## src/rtl/flag_unit.sv

```systemverilog
// Condition-flag generation, architectural flag register and shadow copy.
// RawFlags is combinational; ALUFlags/SavedFlags update on the next edge.
module flag_unit (
  input  logic        clk,
  input  logic        reset,
  input  logic [31:0] SrcA,
  input  logic [31:0] SrcB,
  input  logic [1:0]  ALUControl,
  input  logic [1:0]  FlagW,
  input  logic        CondEx,
  input  logic        Stall,
  input  logic        Flush,
  input  logic        SaveReq,
  input  logic        RestoreReq,
  output logic [3:0]  RawFlags,
  output logic [3:0]  ALUFlags,
  output logic [3:0]  SavedFlags,
  output logic        FlagsUpd
);

  logic [31:0] bop;
  logic [32:0] sum;
  logic [31:0] result;
  logic        n, z, c, v;
  logic        we;
  logic [3:0]  next_flags;

  // SUB reuses the adder as A + ~B + 1
  always_comb begin
    bop = ALUControl[0] ? ~SrcB : SrcB;
    sum = {1'b0, SrcA} + {1'b0, bop} + {32'd0, ALUControl[0]};
  end

  always_comb begin
    result = 32'd0;
    c      = 1'b0;
    v      = 1'b0;
    unique case (ALUControl)
      2'b00: begin
        result = sum[31:0];
        c      = sum[32];
        v      = (SrcA[31] == SrcB[31]) & (result[31] != SrcA[31]);
      end
      2'b01: begin
        result = sum[31:0];
        c      = sum[32];
        v      = (SrcA[31] != SrcB[31]) & (result[31] != SrcA[31]);
      end
      2'b10: result = SrcA & SrcB;
      2'b11: result = SrcA | SrcB;
      default: result = 32'd0;
    endcase
    n = result[31];
    z = (result == 32'd0);
  end

  assign RawFlags = {n, z, c, v};
  assign we       = CondEx & ~Stall & ~Flush;

  always_comb begin
    next_flags = ALUFlags;
    if (we & FlagW[1]) next_flags[3:2] = RawFlags[3:2];
    if (we & FlagW[0]) next_flags[1:0] = RawFlags[1:0];
    if (RestoreReq)    next_flags      = SavedFlags;
  end

  always_ff @(posedge clk) begin
    if (reset) begin
      ALUFlags   <= 4'b0000;
      SavedFlags <= 4'b0000;
      FlagsUpd   <= 1'b0;
    end else begin
      ALUFlags <= next_flags;
      if (SaveReq) SavedFlags <= ALUFlags;
      FlagsUpd <= RestoreReq | (we & (FlagW != 2'b00));
    end
  end

endmodule

```

## config.mk

```make
export PLATFORM = sky130hd
export DESIGN_NAME = flag_unit
export DESIGN_NICKNAME = d
export VERILOG_FILES = /design/src/rtl/flag_unit.sv
export SDC_FILE = /design/constraint.sdc
export NUM_CORES = 1
export LEC_CHECK = 0
export ABC_AREA = 1
export BUFFER_PORTS_ARGS = -buffer_cell sky130_fd_sc_hd__clkbuf_2
export CAP_MARGIN = 20
export CORE_AREA = 5 5 87 89
export CTS_CLUSTER_DIAMETER = 150
export CTS_CLUSTER_SIZE = 10
export DETAILED_ROUTE_END_ITERATION = 10
export DIE_AREA = 0 0 92 94
export PLACE_DENSITY = 0.94
export SYNTH_ARGS = -nofsm -noshare
export SYNTH_HDL_FRONTEND = slang
export SYNTH_SLANG_ARGS = --single-unit
```

## constraint.sdc

```tcl
create_clock -name clk -period 7.9 [get_ports clk]
set_input_delay 1.185 -clock clk [delete_from_list [all_inputs] [get_ports clk]]
set_output_delay 1.185 -clock clk [all_outputs]
set_load 0.05 [all_outputs]
```

## After elaboration in Yosys (flattened, before gate mapping)

Cells that the tools add are included.

| storage, ports and cells | value |
|---|---|
| ROM bits | 0 |
| bits in latches | 0 |
| memories kept | 0 |
| input bits | 75 |
| logic and storage cells | 38 |
| output and inout port bits | 13 |
| RAM bits | 0 |
| register bits after elaboration | 9 |

| cells by class | value |
|---|---|
| equal/unequal tests | 6 |
| bitwise gates (word level) | 13 |
| $lt $le $gt $ge | 0 |
| shifts and indexed selects | 0 |
| multipliers | 0 |
| multiplexer cells | 7 |
| $add $sub $neg | 2 |
| div/mod/pow operators | 0 |
| reductions and logical operators | 6 |

Operator list:

| operator | count |
|---|---|
| one-hot mux 32 bit (3 select lines) | 1 |
| adder 32 x 32 -> 33 bit | 1 |
| adder 33 x 1 -> 33 bit | 1 |
| bitwise AND 32 bit | 1 |
| zero test 32 bit | 1 |
| 2-to-1 mux 32 bit | 1 |
| inverter 32 bit | 1 |
| bitwise OR 32 bit | 1 |
| bitwise AND 1 bit | 7 |
| nonzero test 2 bit | 3 |
| equality test 2 bit (second input constant) | 2 |
| 2-to-1 mux 2 bit | 2 |
| 2-to-1 mux 4 bit | 1 |
| equality test 2 x 1 -> 1 bit (second input constant) | 1 |
| zero test 2 bit | 1 |
| inequality test 1 bit | 2 |
| inverter 1 bit | 2 |
| one-hot mux 1 bit (2 select lines) | 1 |
| OR reduction 2 bit | 1 |
| equality test 1 bit | 1 |
| 2-to-1 mux 1 bit | 1 |
| bitwise OR 1 bit | 1 |

## Longest topological paths before layout

Gate-level depths: netlist (run 1).

| logic depth | value |
|---|---|
| depth after elaboration | 9 |
| depth in mapped cells | 24 |
| mapped depth without buffers | 22 |

## Worst setup path before layout (run 1)

Ideal clock, no wire load.

| path | value |
|---|---|
| path kind | input -> output |
| start point | in ALUControl[0] |
| end point | out RawFlags[3] |
| data required time | 6.715 ns |
| arrival | 4.105 ns |
| cell stages on the path | 19 |
| buffers on the path | 4 |
| slack | 2.610 ns |
| cells stage by stage | buf_6 > clkbuf_1 > clkbuf_1 > buf_1 > nor2_1 > nor2_1 > ha_1 > nand2_1 > inv_1 > nand2_1 > nand2_1 > o21bai_2 > inv_2 > nand2_2 > nand3_2 > nand2_1 > nand2_1 > nand2_2 > o21bai_1 |

| between the ends | value |
|---|---|
| longest elaborated chain between the ends | 4 |
| elaborated cells between the ends (all ways) | 9 |
| classes of those cells | 2 x add/sub; 3 x eq/ne; 2 x mux; 2 x reduce/logical |

RTL lines:

| what | RTL line | source |
|---|---|---|
| start, declared | 8 | `input logic [1:0] ALUControl,` |
| 2-to-1 mux 32 bit | 30 | `bop = ALUControl[0] ? ~SrcB : SrcB;` |
| adder 32 x 32 -> 33 bit | 31 | `sum = {1'b0, SrcA} + {1'b0, bop} + {32'd0, ALUControl[0]};` |
| adder 33 x 1 -> 33 bit | 31 |  |
| one-hot mux 32 bit (3 select lines) (*) | 38 | `unique case (ALUControl)` |
| end, declared | 15 | `output logic [3:0] RawFlags,` |

Mark *: on every way between the ends. The rest lies on a longest branch, timed or not.

## Worst setup path after layout (run 1)

| path | value |
|---|---|
| start point | in ALUControl[0] |
| end point | out RawFlags[2] |

| between the ends | value |
|---|---|
| longest elaborated chain between the ends | 5 |
| elaborated cells between the ends (all ways) | 10 |
| classes of those cells | 2 x add/sub; 3 x eq/ne; 2 x mux; 3 x reduce/logical |

RTL lines:

| what | RTL line | source |
|---|---|---|
| 2-to-1 mux 32 bit | 30 |  |
| adder 32 x 32 -> 33 bit | 31 |  |
| adder 33 x 1 -> 33 bit | 31 |  |
| one-hot mux 32 bit (3 select lines) (*) | 38 |  |
| zero test 32 bit (*) | 54 | `z = (result == 32'd0);` |

Marked as above.

==> flow_metrics.tcl, run 1 <==
set metrics [dict create \
    fmax_ghz 0.172 \
    crit_type "input pin to primary output" \
    wl_um 11900 \
    routedWlPerCell_um 13.2 \
    placed_area_um2 4390 \
    cp_slowest_cell "clkbuf_2" \
    status "completed" \
    maxCapViolations 0 \
    antenna_found_initial 0 \
    gp_congestion 1.00 \
    end_kind "primary output" \
    async_flop_share_pct 0 \
    yosysTopAreaCellShare_pct 23.3 \
    synth_nets 860 \
    tns_ns 0 \
    synth_enable_flop_cells 0 \
    cts_tree "yes" \
    synth_area_leaders "nand2_1, ha_1, inv_1, nor2_1, nand3_1" \
    grt_pass1_wl_um 19300 \
    io_pins 88 \
    setup_violations 0 \
    critPathMaxStageDelay_ns 0.55 \
    ys_ff_latch 9 \
    leakage_nw 2.68 \
    cts_hold_buf 0 \
    maxSlewHeadroom_pct 52.0 \
    cts_setup_buffers 0 \
    crit_chain "clkbuf_2, buf_4, xor2_1, ha_1, nand2_1, inv_2, nand2_1, inv_2, nand2_1, inv_2, a21oi_2, nand2_1, nand2_1, nand2_1, nor2_1, nand3_1, nand2_1, nand2_1, nor3_1, clkbuf_2" \
    ys_seq_area_share_pct 4.59 \
    clockBufferDepth 2 \
    multi_input_area_um2 3160 \
    powerDensity_nw_per_um2 109 \
    post-route-cell-area_um2 4440 \
    syn_inst 748 \
    clock_skew_ns 0.000129 \
    grt_overflow_total 0 \
    htreeDepth 1 \
    syn_area_um2 3930 \
    synthTopCellsByCount "nand2_1, inv_1, nor2_1" \
    track_usage_pct 26.6 \
    finalCritPeriodShare_pct 73.8 \
    first_global_vias 4441 \
    yosysMostFrequentCell "nand2_1" \
    cts_root_buf "clkbuf_8" \
    clock_latency_ns 0.23 \
    worst_slew_pin_slew_ns 0.720 \
    critPathRequiredTime_ns 6.71 \
    dieHeight_um 94 \
    hold_viol_final 0 \
    rsz0062_at_grt "false" \
    avgSynthCellArea_um2 5.25 \
    fp.dieArea_um2 8650 \
    rows 30 \
    place_hpwl_um 10000 \
    io_buffers 87 \
    clkSinkCount 9 \
    core-area_um2 6680 \
    fillers 600 \
    clkTransAtPathRegs_ns 0.05 \
    cp_max_fo 44 \
    r2r_slack_ns 7.13 \
    drc_errors 0 \
    seq_area_um2 180 \
    drive_gt1_share_pct 18.6 \
    synth_top_area_cell "nand2_1" \
    yosys_warnings 0 \
    critPathArrivalTime_ns 4.64 \
    cts_resized 0 \
    setup.worst_path.start_class "input pin" \
    layout.nets 939 \
    ys.flop_type "dfxtp_1" \
    timing.final.crit_period_ns 5.83 \
    dr.pass1.iters 5 \
    drtAntennaViolNets 0 \
    cp_common_cell "nand2_1" \
    irDropWorstVdd_mv 0.106 \
    num_vias 5038 \
    hold_path_class "flop to flop" \
    syn_to_final_growth_pct 13.0 \
    antenna_cells 0 \
    initial_core_util_pct 58.8 \
    cts_buffers 3 \
    drv_slew 0 \
    synth_cell_types 43 \
    power_uw 484 \
    grt_start_max_net_pins 45 \
    die_x_um 92 \
    drt-vias-per-instance 5.56 \
    drtIter0Drc 480 \
]
==> critical path, delay by kind of cell <==
kind	cells	cell delay [ns]
xor+xnor	1	0.27
simple gates	11	1.11
buf+inv	6	1.54
fa+ha+maj	1	0.39
compound gates	1	0.14
==> area by class of cell <==
type	instances	area share (%)
multi-input cells	588	71.1
inverters	137	11.6
repair buffers	88	9.98
flip-flops and latches	9	4.06
well taps	80	2.26
clock buffers	4	1.01
==> worst paths after layout <==
path,start,depth (start not counted),end
max,ALUControl[0],20,RawFlags[2]
min,SavedFlags[3]$_SDFFE_PP0P_,2,SavedFlags[3]$_SDFFE_PP0P_
max reg2reg,ALUFlags[2]$_SDFFE_PP0P_,4,ALUFlags[2]$_SDFFE_PP0P_
min reg2reg,SavedFlags[3]$_SDFFE_PP0P_,2,SavedFlags[3]$_SDFFE_PP0P_
==> registers in the layout, summed over array words and instances, names as in the netlist <==
| name | flops |
|---|---|
| SavedFlags | 4 |
| ALUFlags | 4 |
| FlagsUpd | 1 |
==> metrics by stage <==
step / std cells / setup WS [ns] / hold slack [ns] / util (%)
5_1_grt: 906 / 1.82 / 0.509 / 66.4
2_1_floorplan: 748 / 2.61 / 0.679 / -
3_3_place_gp: 902 / 2.30 / 0.465 / 65.7
3_5_place_dp: 902 / 2.22 / 0.464 / 65.7
6_report: 906 / 2.07 / 0.484 / 66.4
4_1_cts: 906 / 2.19 / 0.482 / 66.4
==> layout by cell type (no fill, tap or decap), drive strengths merged, types with 2 or more instances in the layout <==
cell type	n
a21o	2
a21oi	36
a31oi	4
and3	2
clkbuf	91
dfxtp	9
ha	36
inv	136
nand2	266
nand3	58
nand3b	2
nand4	16
nor2	76
nor3	7
nor4	3
o21a	2
o21ai	34
o21bai	8
o31ai	3
o41ai	2
xnor2	2
xor2	23
==> layer usage <==
metal	share of wire, %	wire length [µm]	global-route usage, %	vias to the layer above
li1	-	-	-	2518
met1	43	5140	36.8	2199
met2	44	5290	44.3	296
met3	11	1270	2.56	25
met4	2.0	233	6.19	0
met5	0	0	0	-
==> logic make-up after synthesis <==
family | synth area share, %
compound gates | 14.7
xor+xnor | 5.58
fa+ha+maj | 12.0
buf+inv | 15.0
flops | 4.59
simple gates | 48.1
==> power by group <==
group | switching [mW] | internal (mW) | total, mW
combinational | 0.252 | 0.130 | 0.381
clock | 0.0199 | 0.0353 | 0.0552
sequential | 0.000611 | 0.0465 | 0.0471
total | 0.272 | 0.211 | 0.484
Power figures use the tool's default switching activity.
==> run 2: changes to the inputs <==
--- a/config.mk
+++ b/config.mk
@@ -8,12 +8,12 @@
 export ABC_AREA = 1
 export BUFFER_PORTS_ARGS = -buffer_cell sky130_fd_sc_hd__clkbuf_2
 export CAP_MARGIN = 20
-export CORE_AREA = 5 5 87 89
+export CORE_AREA = 5 5 94 96
 export CTS_CLUSTER_DIAMETER = 150
 export CTS_CLUSTER_SIZE = 10
 export DETAILED_ROUTE_END_ITERATION = 10
-export DIE_AREA = 0 0 92 94
-export PLACE_DENSITY = 0.94
+export DIE_AREA = 0 0 99 101
+export PLACE_DENSITY = 0.86
 export SYNTH_ARGS = -nofsm -noshare
 export SYNTH_HDL_FRONTEND = slang
 export SYNTH_SLANG_ARGS = --single-unit
==> constraint.sdc (replaced) <==
create_clock -name clk -period 5.33 [get_ports clk]
set_input_delay 0.7995 -clock clk [delete_from_list [all_inputs] [get_ports clk]]
set_output_delay 0.7995 -clock clk [all_outputs]
set_load 0.05 [all_outputs]
==> run 2 against run 1 <==
Compared with the run above:
- worst hold slack worse by 0.0086 ns
- sequential power grew 48%
- wire length shrank 4.3%
==> flow_metrics.tcl, run 2 (synthesis results as in run 1) <==
set metrics [dict create \
    critPathMaxStageDelay_ns 0.43 \
    htreeDepth 1 \
    layout.nets 939 \
    status "completed" \
    cts_buffers 3 \
    maxCapViolations 0 \
    irDropWorstVdd_mv 0.161 \
    hold_path_class "flop to flop" \
    critPathRequiredTime_ns 4.53 \
    final_cell_mix "nand2_1, inv_1, clkbuf_2, nor2_1, nand3_1" \
    setup.worst_path.start_class "input pin" \
    leakage_nw 2.68 \
    whs_ns 0.476 \
    io_pins 88 \
    finalCritPeriodShare_pct 82.7 \
    clkTransAtPathRegs_ns 0.04 \
    cp_max_fo 81 \
    cts_root_buf "clkbuf_8" \
    maxSlewHeadroom_pct 62.4 \
    r2r_slack_ns 4.58 \
    grt_pass1_wl_um 19200 \
    fmax_ghz 0.227 \
    drtAntennaViolNets 0 \
    drc_errors 0 \
    critPathArrivalTime_ns 3.61 \
    io_buffers 87 \
    tns_ns 0 \
    crit_chain "clkbuf_2, buf_12, nor2_1, nor2_1, inv_1, fa_1, inv_1, nand3_1, nand2_1, nand2_1, nand2_1, nand3_1, nand4_1, nand3_1, nor2_1, nand2_1, nand2_1, nand2_1, nor3_1, clkbuf_2" \
    dieHeight_um 101 \
    rsz0062_at_grt "false" \
    hold_viol_final 0 \
    path_delay_family "simple AND/OR/NAND/NOR gates" \
    clkSinkCount 9 \
    antenna_cells 0 \
    timing.final.crit_period_ns 4.41 \
    mostFrequentLayoutCell "nand2_1" \
    fp.dieArea_um2 10000 \
    track_usage_pct 22.7 \
    drive_gt1_share_pct 18.6 \
    first_global_vias 4438 \
    largestRegisters "ALUFlags: 4 flops, SavedFlags: 4 flops, FlagsUpd: 1 flops" \
    cp.buffers_inverters 5 \
    rows 33 \
    antenna_found_initial 0 \
    setup_violations 0 \
    gp_congestion 1.01 \
    clock_latency_ns 0.23 \
    cp_common_cell "nand2_1" \
    cts_tree "yes" \
    place_hpwl_um 9940 \
    die_x_um 99 \
    grt_start_max_net_pins 82 \
    drtIter0Drc 383 \
    crit_type "input pin to primary output" \
    num_vias 4817 \
    drt-vias-per-instance 5.17 \
    final_core_util_pct 56.2 \
    cts_resized 0 \
    cp_slowest_cell "fa_1" \
    grt_overflow_total 0 \
    dr.pass1.iters 5 \
    core-area_um2 7970 \
    cts_hold_buf 0 \
    worst_slew_pin_slew_ns 0.563 \
    end_kind "primary output" \
    wl_um 11400 \
    clockBufferDepth 2 \
    syn_to_final_growth_pct 14.1 \
    initial_core_util_pct 49.3 \
    powerDensity_nw_per_um2 158 \
    drv_slew 0 \
    clock_skew_ns 0.000285 \
    routedWlPerCell_um 12.3 \
    cts_setup_buffers 0 \
]
[run 2: cell counts in the layout (fill, tap and decap cells not counted)]
No cell type changed its count.
[run 2: power breakdown]
group,total [mW],internal (mW),switching [mW]
combinational,0.561,0.193,0.368
sequential,0.0697,0.0689,0.000756
clock,0.0782,0.0521,0.0262
[run 2: per-layer routing]
layer	track usage, %	wire [µm]	part of all wire (%)
met2	38.1	5180	45
met5	0	0	0
met3	3.39	899	7.9
met1	31.3	5260	46
met4	3.26	70	0.61
[run 2: worst register-to-register path: cells and delay by family, from the launching register on]
family / cells / cell delay, ns
simple gates: 2 / 0.16
compound gates: 1 / 0.12
buf+inv: 1 / 0.05
flops: 1 / 0.36
[run 2: worst paths after layout]
path         cells past startpoint                startpoint                         end
min reg2reg                      2  ALUFlags[0]$_SDFFE_PP0P_  SavedFlags[0]$_SDFFE_PP0P_
min                              2  ALUFlags[0]$_SDFFE_PP0P_  SavedFlags[0]$_SDFFE_PP0P_
max                             20             ALUControl[0]                 RawFlags[2]
max reg2reg                      4  ALUFlags[2]$_SDFFE_PP0P_    ALUFlags[2]$_SDFFE_PP0P_
[run 2: through the flow]
stage	worst slack, ns	power, mW	instance area (µm²)	cells
6_report	0.920	0.709	4480	931
5_1_grt	0.505	0.783	4480	931
4_1_cts	0.936	0.698	4480	931
3_5_place_dp	0.940	0.618	4440	927
3_3_place_gp	1.03	0.614	4440	927
2_1_floorplan	0.811	0.481	3930	748
[run 2: cell type report]
type,count,area (µm²)
multi-input combinational,588,3160
sequential,9,180
fill,823,3490
timing repair buffer,88,455
tap,105,131
clock buffer,4,45.0
inverter,137,514
